**config.mk**
```make
export PLATFORM = sky130hd
export DESIGN_NAME = ula_pipe_regbank
export DESIGN_NICKNAME = d
export VERILOG_FILES = /design/src/rtl/ula_pkg.sv /design/src/rtl/ula_regbank.sv /design/src/rtl/ula_pipe_regbank.sv
export SDC_FILE = /design/constraint.sdc
export NUM_CORES = 1
export LEC_CHECK = 0
export BUFFER_PORTS_ARGS = -buffer_cell sky130_fd_sc_hd__buf_2
export CAP_MARGIN = 20
export CELL_PAD_IN_SITES_DETAIL_PLACEMENT = 1
export CELL_PAD_IN_SITES_GLOBAL_PLACEMENT = 1
export CORE_ASPECT_RATIO = 1.1
export CORE_MARGIN = 2
export CORE_UTILIZATION = 51
export CTS_BUF_LIST = sky130_fd_sc_hd__clkbuf_4
export CTS_CLUSTER_SIZE = 14
export DETAILED_ROUTE_END_ITERATION = 6
export PLACE_DENSITY_LB_ADDON = 0.15
export SYNTH_ARGS = -nofsm -noshare
export SYNTH_HDL_FRONTEND = slang
export SYNTH_SLANG_ARGS = --single-unit
```
**constraint.sdc**
```tcl
create_clock -name clk_ula -period 8.9 [get_ports clk_ula]
set_input_delay 1.78 -clock clk_ula [delete_from_list [all_inputs] [get_ports clk_ula]]
set_output_delay 1.78 -clock clk_ula [all_outputs]
set_load 0.005 [all_outputs]
```
**src/rtl/ula_pkg.sv**
```systemverilog
// Shared opcode encoding, default sizing and the result function for the
// pipelined ULA.
package ula_pkg;

    localparam int ULA_DATA_W_DEF   = 16;
    localparam int ULA_NUM_REGS_DEF = 4;
    // Widest operand the result function handles; callers zero-extend into it.
    localparam int ULA_MAX_W        = 32;

    typedef enum logic [2:0] {
        OP_ADD  = 3'b000,
        OP_SUB  = 3'b001,
        OP_MUL  = 3'b010,
        OP_AND  = 3'b011,
        OP_OR   = 3'b100,
        OP_XOR  = 3'b101,
        OP_LOAD = 3'b110,
        OP_ACC  = 3'b111
    } ula_op_e;

    // Operands arrive zero-extended, so the full-width difference already
    // equals the sign extension of the narrow one once truncated to 2*DATA_W.
    function automatic logic [2*ULA_MAX_W-1:0] ula_compute(
        input ula_op_e              op,
        input logic [ULA_MAX_W-1:0] a,
        input logic [ULA_MAX_W-1:0] r
    );
        logic [2*ULA_MAX_W-1:0] a_x;
        logic [2*ULA_MAX_W-1:0] r_x;
        logic [2*ULA_MAX_W-1:0] res;
        a_x = {{ULA_MAX_W{1'b0}}, a};
        r_x = {{ULA_MAX_W{1'b0}}, r};
        case (op)
            OP_ADD:  res = a_x + r_x;
            OP_SUB:  res = a_x - r_x;
            OP_MUL:  res = a_x * r_x;
            OP_AND:  res = a_x & r_x;
            OP_OR:   res = a_x | r_x;
            OP_XOR:  res = a_x ^ r_x;
            OP_LOAD: res = a_x;
            OP_ACC:  res = a_x + r_x;
            default: res = '0;
        endcase
        return res;
    endfunction

endpackage

```
**src/rtl/ula_regbank.sv**
```systemverilog
// Register bank: one combinational read port, one synchronous write port,
// asynchronously cleared.
module ula_regbank #(
    parameter int DATA_W   = 16,
    parameter int NUM_REGS = 4,
    parameter int SEL_W    = $clog2(NUM_REGS)
) (
    input  logic              clk,
    input  logic              rst,
    input  logic              we,
    input  logic [SEL_W-1:0]  wsel,
    input  logic [DATA_W-1:0] wdata,
    input  logic [SEL_W-1:0]  rsel,
    output logic [DATA_W-1:0] rdata
);

    logic [DATA_W-1:0] regs [NUM_REGS];

    always_ff @(posedge clk or posedge rst) begin
        if (rst) begin
            for (int i = 0; i < NUM_REGS; i++) begin
                regs[i] <= '0;
            end
        end else if (we) begin
            regs[wsel] <= wdata;
        end
    end

    // NUM_REGS is a power of two, so every rsel value addresses a register.
    assign rdata = regs[rsel];

endmodule

```
**src/rtl/ula_pipe_regbank.sv**
```systemverilog
// Two-stage ULA pipeline (S1 operand capture, S2 output register) with a
// register bank and valid/ready flow control on both sides.
module ula_pipe_regbank
    import ula_pkg::*;
#(
    parameter int DATA_W   = ULA_DATA_W_DEF,
    parameter int NUM_REGS = ULA_NUM_REGS_DEF,
    parameter int SEL_W    = $clog2(NUM_REGS)
) (
    input  logic                clk_ula,
    input  logic                rst,
    input  logic [DATA_W-1:0]   A,
    input  logic [SEL_W-1:0]    reg_sel,
    input  logic [2:0]          instru,
    input  logic                valid_ula,
    output logic                ready_ula,
    output logic [2*DATA_W-1:0] data_out,
    output logic                zero_out,
    output logic                valid_out,
    input  logic                ready_out
);

    logic                s1_valid;
    ula_op_e             s1_op;
    logic [DATA_W-1:0]   s1_a;
    logic [DATA_W-1:0]   s1_r;

    logic                s2_free;
    logic                accept;
    logic                advance;
    ula_op_e             in_op;
    logic [DATA_W-1:0]   rd_data;
    logic                wr_en;
    logic [DATA_W-1:0]   wr_data;
    logic [2*DATA_W-1:0] s1_result;

    assign in_op     = ula_op_e'(instru);
    assign s2_free   = !valid_out || ready_out;
    assign ready_ula = !s1_valid || s2_free;
    assign accept    = valid_ula && ready_ula;
    assign advance   = s1_valid && s2_free;

    // The bank is written on the accept edge, so the next accepted
    // transaction reads the new value without any forwarding path.
    assign wr_en   = accept && (in_op == OP_LOAD || in_op == OP_ACC);
    assign wr_data = (in_op == OP_LOAD) ? A : A + rd_data;

    ula_regbank #(
        .DATA_W   (DATA_W),
        .NUM_REGS (NUM_REGS),
        .SEL_W    (SEL_W)
    ) u_regbank (
        .clk   (clk_ula),
        .rst   (rst),
        .we    (wr_en),
        .wsel  (reg_sel),
        .wdata (wr_data),
        .rsel  (reg_sel),
        .rdata (rd_data)
    );

    always_ff @(posedge clk_ula or posedge rst) begin
        if (rst) begin
            s1_valid <= 1'b0;
            s1_op    <= OP_ADD;
            s1_a     <= '0;
            s1_r     <= '0;
        end else if (accept) begin
            s1_valid <= 1'b1;
            s1_op    <= in_op;
            s1_a     <= A;
            s1_r     <= rd_data;
        end else if (advance) begin
            s1_valid <= 1'b0;
        end
    end

    assign s1_result = (2*DATA_W)'(ula_compute(s1_op,
                                               ULA_MAX_W'(s1_a),
                                               ULA_MAX_W'(s1_r)));

    // S2 only changes on advance; a consume without refill just drops valid.
    always_ff @(posedge clk_ula or posedge rst) begin
        if (rst) begin
            valid_out <= 1'b0;
            data_out  <= '0;
            zero_out  <= 1'b0;
        end else if (advance) begin
            valid_out <= 1'b1;
            data_out  <= s1_result;
            zero_out  <= (s1_result == '0);
        end else if (ready_out) begin
            valid_out <= 1'b0;
        end
    end

endmodule

```
==> results of run 1 <==
## worst min-delay path by stage
stage | slack (ns) | depth (start not counted) | endpoint
after CTS | 0.50 | 2 | u_regbank.regs[10]
after detailed placement | 0.47 | 2 | data_out[0]
after global routing | 0.52 | 2 | data_out[6]
after global placement | 0.46 | 2 | u_regbank.regs[41]
after floorplan | 0.44 | 2 | u_regbank.regs[0]
final | 0.49 | 2 | u_regbank.regs[9]
## state kept, by name (all words and copies together) (netlist names)
register	flops
s1_op	3
u_regbank.regs	64
zero_out	1
valid_out	1
data_out	32
s1_a	16
s1_valid	1
s1_r	16
## cells in the mapped netlist, types with 8 or more instances
library cell / count
sky130_fd_sc_hd__nor2_1: 221
sky130_fd_sc_hd__o21a_1: 9
sky130_fd_sc_hd__clkbuf_1: 67
sky130_fd_sc_hd__nor2b_1: 12
sky130_fd_sc_hd__mux4_2: 16
sky130_fd_sc_hd__mux2i_1: 20
sky130_fd_sc_hd__buf_2: 13
sky130_fd_sc_hd__a21oi_1: 90
sky130_fd_sc_hd__o31ai_1: 9
sky130_fd_sc_hd__nand4_1: 8
sky130_fd_sc_hd__a211oi_1: 10
sky130_fd_sc_hd__xor2_1: 15
sky130_fd_sc_hd__xnor2_1: 29
sky130_fd_sc_hd__o21ai_0: 84
sky130_fd_sc_hd__fa_1: 197
sky130_fd_sc_hd__dfrtp_1: 134
sky130_fd_sc_hd__a21o_1: 18
sky130_fd_sc_hd__nand2b_1: 17
sky130_fd_sc_hd__a22oi_1: 9
sky130_fd_sc_hd__a31oi_1: 13
sky130_fd_sc_hd__ha_1: 167
sky130_fd_sc_hd__nand3_1: 18
sky130_fd_sc_hd__buf_1: 9
sky130_fd_sc_hd__mux2_2: 47
sky130_fd_sc_hd__nor3_1: 22
sky130_fd_sc_hd__inv_1: 280
sky130_fd_sc_hd__nand2_1: 252
## cell type report
| cell class | count | area, sq um |
|---|---|---|
| sequential | 134 | 3353 |
| timing repair buffer | 80 | 464.2 |
| antenna | 2 | 5.005 |
| fill | 3997 | 15100 |
| inverter | 293 | 1105 |
| clock buffer | 19 | 142.6 |
| multi-input combinational | 1429 | 12360 |
| tap | 432 | 540.5 |
| clock inverter | 13 | 203.9 |
## routing by layer
metal,share of wire,vias to the layer above,GRT usage
li1,-,6410,-
met1,0.40,7471,0.4326
met2,0.48,520,0.5774
met3,0.058,183,0.05748
met4,0.066,0,0.2004
met5,0,-,0
## cell usage in the layout, fill, tap and decap left out, drive strengths merged, types with 15 or more instances in the layout
cell type and instances:
nor2 221, fa 197, mux4 16, a21oi 93
a21o 18, nor3 23, xor2 15, nand2 252
o21ai 90, nand3 18, inv 287, xnor2 29
mux2 47, dfrtp 134, buf 80, mux2i 20
clkbuf 19, nand2b 17, ha 167
## stage by stage
stage               hold WS (ns)  worst slack, ns
finish                    0.4890           0.9797
global route              0.5200           0.6417
CTS                       0.4950            1.042
detailed placement        0.4686            1.111
global placement          0.4569            1.211
floorplan                 0.4448            2.216
## worst reg2reg max path: cells and delay by family, from the launching register on
family                     cells  cell delay (ns)
AOI/OAI and AO/OA              4             0.86
and+or+nand+nor                6             1.71
DFF                            1             0.79
adders and majority gates      7             3.37
buffers and inverters          5             0.86
muxes                          1             0.28
## cell families (layout without fill, tap and decap cells)
logic type / count (synthesis) / count (layout) / synth area share
mux: 83 / 83 / 0.06336
xor+xnor: 44 / 44 / 0.02240
compound gates: 345 / 345 / 0.1351
fa+ha+maj: 364 / 364 / 0.3508
other cells: 0 / 2 / 0
simple gates: 593 / 593 / 0.1463
buf+inv: 387 / 405 / 0.08715
flops: 134 / 134 / 0.1950
==> impl_metrics.ini, run 1 <==
[run_status]
status = finished clean

[logic_synthesis]
synth_top_flop_cell = sky130_fd_sc_hd__dfrtp_1
syn_area_per_cell_sq_um = 8.821
synth.area.top_cells = sky130_fd_sc_hd__fa_1 (23%), sky130_fd_sc_hd__dfrtp_1 (19%), sky130_fd_sc_hd__ha_1 (12%)
yosys.area.top_type = sky130_fd_sc_hd__fa_1
synthesis.area_sq_um = 17200
synth.lib_cells_used.distinct = 89
synth_edf_count = 0
post_synth_inst_count = 1950
synth_largest_type_area_fraction = 0.2293
portion_of_the_post_synthesis_area_used_by_sequential_elements = 0.1950
postSynthRegisterBits = 134
asyncSetResetFlopFracSynth = 1.000
syn_nets = 2339
yosys_warning_total = 0

[critical_path]
critPathMaxStageDelay_ns = 0.79
crit_start = s1_a[5]
worst-path-stages = 23
critPathBufInv = 5
reg2reg_setup_slack_ns = 0.98
timing.rr.end = zero_out
path_class = reg -> reg
critPathRequiredTime_ns = 9.44
crit_slowest_cell = sky130_fd_sc_hd__dfrtp_1
cp_top_family = adder cells
endpoint_kind = register
critical_path.cell_chain = clkinv_1 -> nor2_1 -> fa_1 -> inv_1 -> fa_1 -> fa_1 -> fa_1 -> inv_1 -> fa_1 -> inv_1 -> fa_1 -> inv_1 -> ha_1 -> a21o_1 -> nand2_1 -> o21ai_0 -> or4b_1 -> a211oi_1 -> mux2i_1 -> and2_0 -> nand4_1 -> or4_1 -> o21ai_1
worstReg2RegStart = s1_a[5]
critPathLaunchType = register
cp.arrival_ns = 8.46
endpoint = zero_out
timing.critical_path.mode_cell = sky130_fd_sc_hd__fa_1
crit_fanout = 13
reg2reg_depth = 23

[cts]
sinks_on_the_clock_net = 134
gates_resized_cts_repair = 0
clk_transition_reported_paths_ns = 0.13
cts_root_buf = sky130_fd_sc_hd__clkbuf_4
hold_buffers = 0
clk_latency_ns = 0.61
cts_buffers = 17
tritoncts = done
htree_levels = 4
clk_path_buf_depth = 2
postCtsSetupBuffers = 0

[floorplanning]
full_die_area_sq_um = 35210
fp.dieW_um = 179.1
rows = 70
core_area_sq_um = 33280
initial_util = 0.5168
num_io_pins = 60
fp.dieH_um = 196.6

[drt]
detail-route-antenna-nets = 0
drt_pass_1_iters = 5
drt-wirelength-per-cell_um = 24.42
wl_um = 58650
route.vias.total = 14580
post_drt_via_cell_ratio = 6.072
post-route-drc-count = 0
detail_route.iter0.violations = 835

[final_layout]
drive_gt1_frac = 0.1077
fin_cells = 2402
final_core_utilization = 0.5462
design.final.nets = 2344
syn_to_final_growth_pct = 5.689
cell_area_after_layout_sq_um = 18180

[timing]
fin_crit_sh = 0.8899
period_minus_slack_ns = 7.920
tns_ns = 0
fmaxAchievable_mhz = 126.3
hold_viol = 0
max_slew.worst_pin.slew_ns = 0.9862
rsz0062_at_grt = false
timing.final.max_slew_violations = 0
skew_ns = 0.02330
setup_viol = 0
timing.max_slew.rel_slack = 0.3401

[place]
dp_hpwl_um = 46850
io_buffer_count = 59
dp_cells = 2367
post_dp_cell_area_sq_um = 17820
finalWeightedCongestion = 0.9817

[global_route]
grt_pass1_wl_um = 92000
grt_usage = 0.3495
first_global_vias = 16190
initial_antenna_violation_count = 1
grt_overflow_total = 0
grt_start_max_net_pins = 84

[worst_hold_path]
hp-class = reg -> reg
hold_path.startpoint = u_regbank.regs[9]

[run]
cap_viol_max_count = 0
Power of run 1 is left out: the tool's default activity adds up to more than one toggle a clock period on the data nets, which glitch-free logic cannot reach.
==> run 2: changes to the inputs <==
--- a/config.mk
+++ b/config.mk
@@ -11,7 +11,7 @@
 export CELL_PAD_IN_SITES_GLOBAL_PLACEMENT = 1
 export CORE_ASPECT_RATIO = 1.1
 export CORE_MARGIN = 2
-export CORE_UTILIZATION = 51
+export CORE_UTILIZATION = 46
 export CTS_BUF_LIST = sky130_fd_sc_hd__clkbuf_4
 export CTS_CLUSTER_SIZE = 14
 export DETAILED_ROUTE_END_ITERATION = 6
==> constraint.sdc (replaced) <==
create_clock -name clk_ula -period 6.8 [get_ports clk_ula]
set_input_delay 1.36 -clock clk_ula [delete_from_list [all_inputs] [get_ports clk_ula]]
set_output_delay 1.36 -clock clk_ula [all_outputs]
set_load 0.005 [all_outputs]
==> impl_metrics.ini, run 2 (same netlist as run 1, synthesis figures left out) <==
[run_status]
status = finished clean

[floorplanning]
full_die_area_sq_um = 38960
fp.dieH_um = 206.8
num_io_pins = 60
initial_util = 0.4644
rows = 74
fp.dieW_um = 188.4
core_area_sq_um = 37040

[timing]
fin_crit_sh = 0.9947
period_minus_slack_ns = 6.764
fmaxAchievable_mhz = 147.8
setup_viol = 0
max_slew.worst_pin.slew_ns = 1.040
hold_viol = 0
skew_ns = 0.02866
timing.max_slew.rel_slack = 0.3049
worst_slack_ns = 0.03620
timing.final.max_slew_violations = 0
tns_ns = 0
rsz0062_at_grt = true

[cts]
tritoncts = done
cts_buffers = 17
clk_latency_ns = 0.64
cts_root_buf = sky130_fd_sc_hd__clkbuf_4
hold_buffers = 0
clk_path_buf_depth = 2
sinks_on_the_clock_net = 134
htree_levels = 4
clk_transition_reported_paths_ns = 0.14

[final_layout]
fillers = 4385
drive_gt1_frac = 0.2331
design.final.nets = 2542
final_core_utilization = 0.5442
syn_to_final_growth_pct = 17.18
layout_commonest_cell = sky130_fd_sc_hd__inv_1
largest_register_ff_count = 64
mostFrequentLayoutCells = sky130_fd_sc_hd__inv_1 (259), sky130_fd_sc_hd__nand2_1 (249), sky130_fd_sc_hd__nor2_1 (214), sky130_fd_sc_hd__buf_4 (203), sky130_fd_sc_hd__fa_1 (187)
reg.largest.list = u_regbank.regs: 64 flops, data_out: 32 flops
fin_cells = 2661
max_flop_register = u_regbank.regs

[place]
dp_cells = 2586
dp_hpwl_um = 51770
io_buffer_count = 59
pre_cts_slack_ns = -0.3676
finalWeightedCongestion = 0.9884

[critical_path]
endpoint_kind = register
cp.arrival_ns = 7.32
critPathRequiredTime_ns = 7.36
path_class = reg -> reg
critPathLaunchType = register
crit_fanout = 5

[run]
cap_viol_max_count = 0

[global_route]
grt_pass1_wl_um = 96920
initial_antenna_violation_count = 2
grt_start_max_net_pins = 71
grt_usage = 0.3330
grt_overflow_total = 0
first_global_vias = 16670

[drt]
post-route-drc-count = 0
wl_um = 63310
detail-route-antenna-nets = 0
drt-wirelength-per-cell_um = 23.79
drt_pass_1_iters = 5
post_drt_via_cell_ratio = 5.717
route.vias.total = 15210
detail_route.iter0.violations = 1003

[worst_hold_path]
hp-class = reg -> reg
-- run 2: final cells by class --
type,count,area (sq um),share of cell area
clock buffer,17,127.6,0.006332
multi-input combinational,1429,12710,0.6304
clock inverter,15,132.6,0.006580
tap,494,618.1,0.03067
timing repair buffer,278,2068,0.1026
sequential,134,3373,0.1674
antenna,1,2.502,0.0001242
inverter,293,1127,0.05593
-- run 2: routing by layer --
layer  global-route usage  vias to the layer above  share of wire
li1                     -                     6818              -
met4               0.1735                        2          0.057
met5                    0                        -        0.00021
met2               0.5925                      444           0.50
met3              0.04227                      157          0.045
met1               0.3976                     7793           0.40
-- run 2: stage by stage --
stage,area (sq um),hold WS [ns]
floorplan,17200,0.4448
global placement,19110,0.4549
detailed placement,19110,0.4694
CTS,19670,0.4980
global route,20160,0.5137
finish,20160,0.4954
-- run 2: repair_timing --
action                                  CTS  global route
buffers inserted                         19            24
endpoints found under the setup margin    1             3
gates resized for setup                  57            72
pin swaps                                28            48
-- run 2: worst max-delay path, cell delays in order (launching register included) --
cell	delay (ns)
sky130_fd_sc_hd__dfrtp_1	0.47
sky130_fd_sc_hd__buf_6	0.14
sky130_fd_sc_hd__ha_4	0.13
sky130_fd_sc_hd__inv_2	0.03
sky130_fd_sc_hd__fa_1	0.51
sky130_fd_sc_hd__inv_2	0.04
sky130_fd_sc_hd__fa_1	0.52
sky130_fd_sc_hd__inv_2	0.05
sky130_fd_sc_hd__fa_1	0.44
sky130_fd_sc_hd__inv_1	0.09
sky130_fd_sc_hd__fa_2	0.44
sky130_fd_sc_hd__fa_1	0.51
sky130_fd_sc_hd__inv_2	0.04
sky130_fd_sc_hd__fa_2	0.63
sky130_fd_sc_hd__inv_2	0.08
sky130_fd_sc_hd__ha_4	0.23
sky130_fd_sc_hd__buf_6	0.13
sky130_fd_sc_hd__a21oi_4	0.18
sky130_fd_sc_hd__nor2b_2	0.07
sky130_fd_sc_hd__or4b_4	0.57
sky130_fd_sc_hd__a211oi_4	0.24
sky130_fd_sc_hd__mux2i_1	0.26
sky130_fd_sc_hd__and2_1	0.15
sky130_fd_sc_hd__nand4_1	0.08
sky130_fd_sc_hd__or4_1	0.51
sky130_fd_sc_hd__o21ai_1	0.12
-- run 2: final timing paths --
| kind | from | endpoint | slack (ns) | cells past startpoint |
|---|---|---|---|---|
| setup / recovery | s1_a[7] | zero_out | 0.04 | 25 |
| hold / removal | u_regbank.regs[35] | u_regbank.regs[35] | 0.50 | 2 |
| setup reg to reg | s1_a[7] | zero_out | 0.04 | 25 |
| min in group asynchronous | rst | s1_a[10] | 0.79 | 2 |
| max in group asynchronous | rst | s1_a[8] | 4.64 | 3 |
| hold reg to reg | u_regbank.regs[35] | u_regbank.regs[35] | 0.50 | 2 |
Power of run 2 is left out for the same reason.
